## src/rtl/excess3_serial_to_bcd_pkg.sv

```systemverilog
// excess3_serial_to_bcd_pkg: Excess-3 constants and serial subtractor state encoding
package excess3_serial_to_bcd_pkg;
  localparam logic [3:0] E3_OFFSET = 4'd3;
  localparam logic [3:0] RAW_MIN = 4'd3;
  localparam logic [3:0] RAW_MAX = 4'd12;
  typedef enum logic [2:0] {S0, S1_B0, S1_B1, S2_B0, S2_B1, S3_B0, S3_B1} e3_state_t;
endpackage

```

## src/rtl/e3_serial_sub3.sv

```systemverilog
// e3_serial_sub3: LSB-first serial subtract-3 borrow FSM with registered bit output
module e3_serial_sub3
  import excess3_serial_to_bcd_pkg::*;
(
  input  logic clk,
  input  logic rst_n,
  input  logic dat_in,
  input  logic dat_in_valid,
  output logic dat_out,
  output logic dat_out_valid,
  output logic bit_out,
  output logic borrow_next,
  output logic last_bit
);
  e3_state_t state, state_nxt;
  logic sub, borrow;
  always_ff @(posedge clk or negedge rst_n)
    if (!rst_n) state <= S0;
    else state <= state_nxt;
  always_comb begin
    sub = state == S0 || state == S1_B0 || state == S1_B1;
    borrow = state == S1_B1 || state == S2_B1 || state == S3_B1;
    bit_out = dat_in ^ sub ^ borrow;
    borrow_next = (~dat_in & (sub | borrow)) | (sub & borrow);
    last_bit = state == S3_B0 || state == S3_B1;
    state_nxt = !dat_in_valid ? state :
                last_bit ? S0 :
                state == S0 ? (borrow_next ? S1_B1 : S1_B0) :
                (state == S1_B0 || state == S1_B1) ? (borrow_next ? S2_B1 : S2_B0) :
                (borrow_next ? S3_B1 : S3_B0);
  end
  always_ff @(posedge clk or negedge rst_n)
    if (!rst_n) begin
      dat_out <= 1'b0;
      dat_out_valid <= 1'b0;
    end else begin
      dat_out <= dat_in_valid ? bit_out : dat_out;
      dat_out_valid <= dat_in_valid;
    end
endmodule

```

## src/rtl/excess3_serial_to_bcd.sv

```systemverilog
// excess3_serial_to_bcd: serial Excess-3 receiver assembling BCD digits and packed words
module excess3_serial_to_bcd
  import excess3_serial_to_bcd_pkg::*;
#(
  parameter int DIGITS = 2,
  localparam int WORD_W = 4 * DIGITS
) (
  input  logic              clk,
  input  logic              rst_n,
  input  logic              dat_in,
  input  logic              dat_in_valid,
  output logic              dat_out,
  output logic              dat_out_valid,
  output logic [3:0]        digit_out,
  output logic              digit_valid,
  output logic              digit_err,
  output logic [WORD_W-1:0] word_out,
  output logic              word_valid,
  output logic              word_err
);
  logic bit_out, borrow_next, last_bit, accept_last, derr, acc_err, acc_nxt, word_last;
  logic [3:0] raw_sr, bcd_sr, raw_full, bcd_full;
  logic [2:0] cnt;
  logic [WORD_W-1:0] word_buf, word_nxt;
  e3_serial_sub3 u_sub3 (
    .clk(clk),
    .rst_n(rst_n),
    .dat_in(dat_in),
    .dat_in_valid(dat_in_valid),
    .dat_out(dat_out),
    .dat_out_valid(dat_out_valid),
    .bit_out(bit_out),
    .borrow_next(borrow_next),
    .last_bit(last_bit)
  );
  always_comb begin
    raw_full = {dat_in, raw_sr[3:1]};
    bcd_full = {bit_out, bcd_sr[3:1]};
    accept_last = dat_in_valid & last_bit;
    // a final borrow means the raw code was below the Excess-3 offset
    derr = borrow_next | (raw_full > RAW_MAX);
    acc_nxt = (cnt == 3'd0) ? derr : (acc_err | derr);
    word_last = cnt == 3'(DIGITS - 1);
    word_nxt = word_buf;
    word_nxt[4*cnt +: 4] = bcd_full;
  end
  always_ff @(posedge clk or negedge rst_n)
    if (!rst_n) begin
      raw_sr <= '0;
      bcd_sr <= '0;
      cnt <= '0;
      acc_err <= 1'b0;
      word_buf <= '0;
      digit_out <= '0;
      digit_valid <= 1'b0;
      digit_err <= 1'b0;
      word_out <= '0;
      word_valid <= 1'b0;
      word_err <= 1'b0;
    end else begin
      digit_valid <= accept_last;
      word_valid <= accept_last & word_last;
      if (dat_in_valid) begin
        raw_sr <= raw_full;
        bcd_sr <= bcd_full;
      end
      if (accept_last) begin
        digit_out <= bcd_full;
        digit_err <= derr;
        word_buf <= word_nxt;
        acc_err <= acc_nxt;
        cnt <= word_last ? 3'd0 : cnt + 3'd1;
        if (word_last) begin
          word_out <= word_nxt;
          word_err <= acc_nxt;
        end
      end
    end
endmodule
```

## config.mk

```make
export PLATFORM = sky130hd
export DESIGN_NAME = excess3_serial_to_bcd
export DESIGN_NICKNAME = d
export VERILOG_FILES = /design/src/rtl/excess3_serial_to_bcd_pkg.sv /design/src/rtl/e3_serial_sub3.sv /design/src/rtl/excess3_serial_to_bcd.sv
export SDC_FILE = /design/constraint.sdc
export NUM_CORES = 1
export LEC_CHECK = 0
export ABC_AREA = 1
export BUFFER_PORTS_ARGS = -buffer_cell sky130_fd_sc_hd__buf_4
export CAP_MARGIN = 5
export CORE_ASPECT_RATIO = 1.1
export CORE_MARGIN = 2
export CORE_UTILIZATION = 55
export CTS_CLUSTER_SIZE = 28
export DETAILED_ROUTE_END_ITERATION = 8
export GPL_TIMING_DRIVEN = 0
export PLACE_DENSITY_LB_ADDON = 0.08
export SETUP_SLACK_MARGIN = 0.3
export SLEW_MARGIN = 30
export SYNTH_ARGS = -nofsm -noshare
export SYNTH_HDL_FRONTEND = slang
export SYNTH_SLANG_ARGS = --single-unit
```

## constraint.sdc

```tcl
create_clock -name clk -period 3.05 [get_ports clk]
set_input_delay 0 -clock clk [delete_from_list [all_inputs] [get_ports clk]]
set_output_delay 0 -clock clk [all_outputs]
set_load 0.005 [all_outputs]
```

==> results.sh <==
export IMPL_drt_initial_drc_count=49
export IMPL_layout_commonest_cell="nand2_1"
export IMPL_netlist_instances=205
export IMPL_worst_slack_ps=1110
export IMPL_crit_arrival_ps=2240
export IMPL_wirelength_mm=3.52
export IMPL_cp_num_buf_inv=3
export IMPL_nets=247
export IMPL_drive_gt1_share_pct=17.7
export IMPL_cts_max_level=2
export IMPL_die_h_um=63.5
export IMPL_antenna_found_initial=0
export IMPL_clock_sinks=38
export IMPL_wl_per_cell_um=13.0
export IMPL_place_hpwl_mm=2.54
export IMPL_slowest_delay_ps=440
export IMPL_die_w_um=58.1
export IMPL_synth_nets=216
export IMPL_num_antenna_cells=0
export IMPL_cts_root_buf="clkbuf_4"
export IMPL_cp_required_ps=3360
export IMPL_crit_slowest_cell="dfrtp_1"
export IMPL_critical_path_startpoint_type="flop"
export IMPL_netlist_top_cells_area="dfrtp_1 54%, nand2_1 17%, o21ai_0 5.1%"
export IMPL_cts_clk_slew_worst_paths_ps=130
export IMPL_maxSlewHeadroom_pct=68.4
export IMPL_power_w=0.00221
export IMPL_drc=0
export IMPL_hold_class="input port to asynchronous set/reset pin"
export IMPL_ant_nets=0
export IMPL_fill_cells=254
export IMPL_numCtsBuffers=5
export IMPL_path_class="flop to flop"
export IMPL_cts_tree="yes"
export IMPL_path_delay_family="simple AND/OR/NAND/NOR gates"
export IMPL_fin_skew_ps=13.0
export IMPL_crit_fanout=8
export IMPL_drt_pass1_iter_count=4
export IMPL_overflow=0
export IMPL_hold_viol=0
export IMPL_grt_usage_pct=22.3
export IMPL_grt_start_max_net_pins=39
export IMPL_crit_chain="inv_2, ha_1, inv_1, ha_1, inv_1, nand4_1, o21ai_0, nand2_1, nand2_1"
export IMPL_clock_latency_ps=350
export IMPL_ys_types=20
export IMPL_fmax_ghz=0.516
export IMPL_pin_count=22
export IMPL_cts_resized_gates=0
export IMPL_rsz0062_at_grt="false"
export IMPL_vias_per_cell=5.40
export IMPL_core_area_um2=3070
export IMPL_dp_slack_ps=1140
export IMPL_place_congestion=0.772
export IMPL_yosysTopAreaCell="dfrtp_1"
export IMPL_tightest_slew_ps=474
export IMPL_die_area_um2=3690
export IMPL_end_kind="flop"
export IMPL_yosysSeqAreaShare_pct=53.6
export IMPL_avgSynthCellArea_um2=8.65
export IMPL_p_leak_nw=1.14
export IMPL_clk_path_buf_depth=2
export IMPL_fin_crit_ps=1940
export IMPL_grt_pass1_wl_mm=6.25
export IMPL_num_vias=1463
export IMPL_post_route_period_util_pct=63.6
export IMPL_holdWs_ps=135
export IMPL_fin_setup_tns_ps=0
export IMPL_final_cell_mix="80 x nand2_1, 38 x dfrtp_1, 21 x inv_1, 21 x buf_4, 18 x o21ai_0"
export IMPL_syn_area_um2=1770
export IMPL_outcome="finished, final reports clean"
export IMPL_row_count=21
export IMPL_setup_viol=0
export IMPL_yosysWarnings=0
export IMPL_port_buffers=21
export IMPL_start_util_pct=57.7
export IMPL_grt_pass1_vias=1499
export IMPL_vdd_ir_drop_worst_mv=0.723
export IMPL_synth_top_area_share_pct=53.6
export IMPL_ys_ff_latch=38
export IMPL_slew_viol_final=0
export IMPL_area_growth_pct=19.3
export IMPL_power_density_nw_per_um2=1050
export IMPL_maxCapViolCount=0
==> cell usage after synthesis <==
| cell | n |
|---|---|
| o21ai_0 | 18 |
| nand3_4 | 1 |
| nand2_1 | 80 |
| nand2_2 | 2 |
| inv_1 | 21 |
| nor2_2 | 1 |
| nand4_1 | 5 |
| clkbuf_1 | 1 |
| or2_2 | 1 |
| nor2_1 | 3 |
| a21oi_1 | 3 |
| o21ai_2 | 2 |
| inv_2 | 2 |
| nor2_4 | 1 |
| buf_6 | 3 |
| dfrtp_1 | 38 |
| fa_1 | 1 |
| nand3_1 | 13 |
| ha_1 | 6 |
| o22ai_1 | 3 |
==> worst reg2reg max path, stage by stage, from the launching register on <==
cell and delay, ps:
dfrtp_1 440, inv_2 110, ha_1 180, inv_1 50, ha_1 170, inv_1 140
nand4_1 300, o21ai_0 360, nand2_1 80, nand2_1 70
==> through the flow <==
step,instances,area (um2),util (%)
CTS,271,2110,68.8
finish,271,2110,68.8
floorplan,205,1770,-
global route,271,2110,68.8
global placement,260,1970,64.2
detailed placement,260,1970,64.2
==> logic make-up after synthesis <==
logic type	synth area share, %
and+or+nand+nor	26.0
DFF	53.6
buffers and inverters	6.99
AOI/OAI and AO/OA	7.97
adders and majority gates	5.36
==> power by group <==
group          total, W  internal (W)  switching [W]
Clock          0.000454      0.000278       0.000176
Combinational  0.000944      0.000387       0.000557
Sequential     0.000812      0.000693       0.000119
==> timing repair <==
action,4_1_cts,5_1_grt
hold endpoints to repair,46,0
hold buffers,3,0
setup buffers,0,0
==> registers in the layout, summed over array words and instances, names as in the netlist <==
register / cells
acc_err: 1
digit_err: 1
digit_valid: 1
word_valid: 1
u_sub3.state: 3
word_out: 8
u_sub3.dat_out_valid: 1
raw_sr: 3
word_buf: 8
cnt: 3
bcd_sr: 3
word_err: 1
digit_out: 4
==> routing by layer <==
| layer | GRT usage, % | wire length, um |
|---|---|---|
| met5 | 0 | 0 |
| met4 | 10.5 | 61 |
| met3 | 4.31 | 161 |
| met2 | 38.8 | 1750 |
| met1 | 25.9 | 1550 |
==> layout make-up <==
| cell class | instances | area (um2) | area share, % |
|---|---|---|---|
| clock buffers | 6 | 51.3 | 2.43 |
| repair buffers | 24 | 188 | 8.88 |
| multi-input cells | 140 | 698 | 33.0 |
| flip-flops and latches | 38 | 951 | 45.0 |
| well taps | 34 | 42.5 | 2.01 |
| clock inverters | 2 | 60.1 | 2.84 |
| inverters | 23 | 86.3 | 4.08 |
| plain buffers | 4 | 37.5 | 1.78 |
==> path summary, 6_finish.rpt <==
check                      slack, ps         start  cells past startpoint              endpoint
hold / removal                   140         rst_n                      2           word_out[6]
min in group clk                 390  dat_in_valid                      2  u_sub3.dat_out_valid
setup / recovery                1110        cnt[0]                      9           word_out[4]
max in group asynchronous       2580         rst_n                      2             raw_sr[1]
hold reg to reg                  490     raw_sr[1]                      2             raw_sr[1]
setup reg to reg                1110        cnt[0]                      9           word_out[4]
No activity file was read; power rests on OpenSTA's default activity.
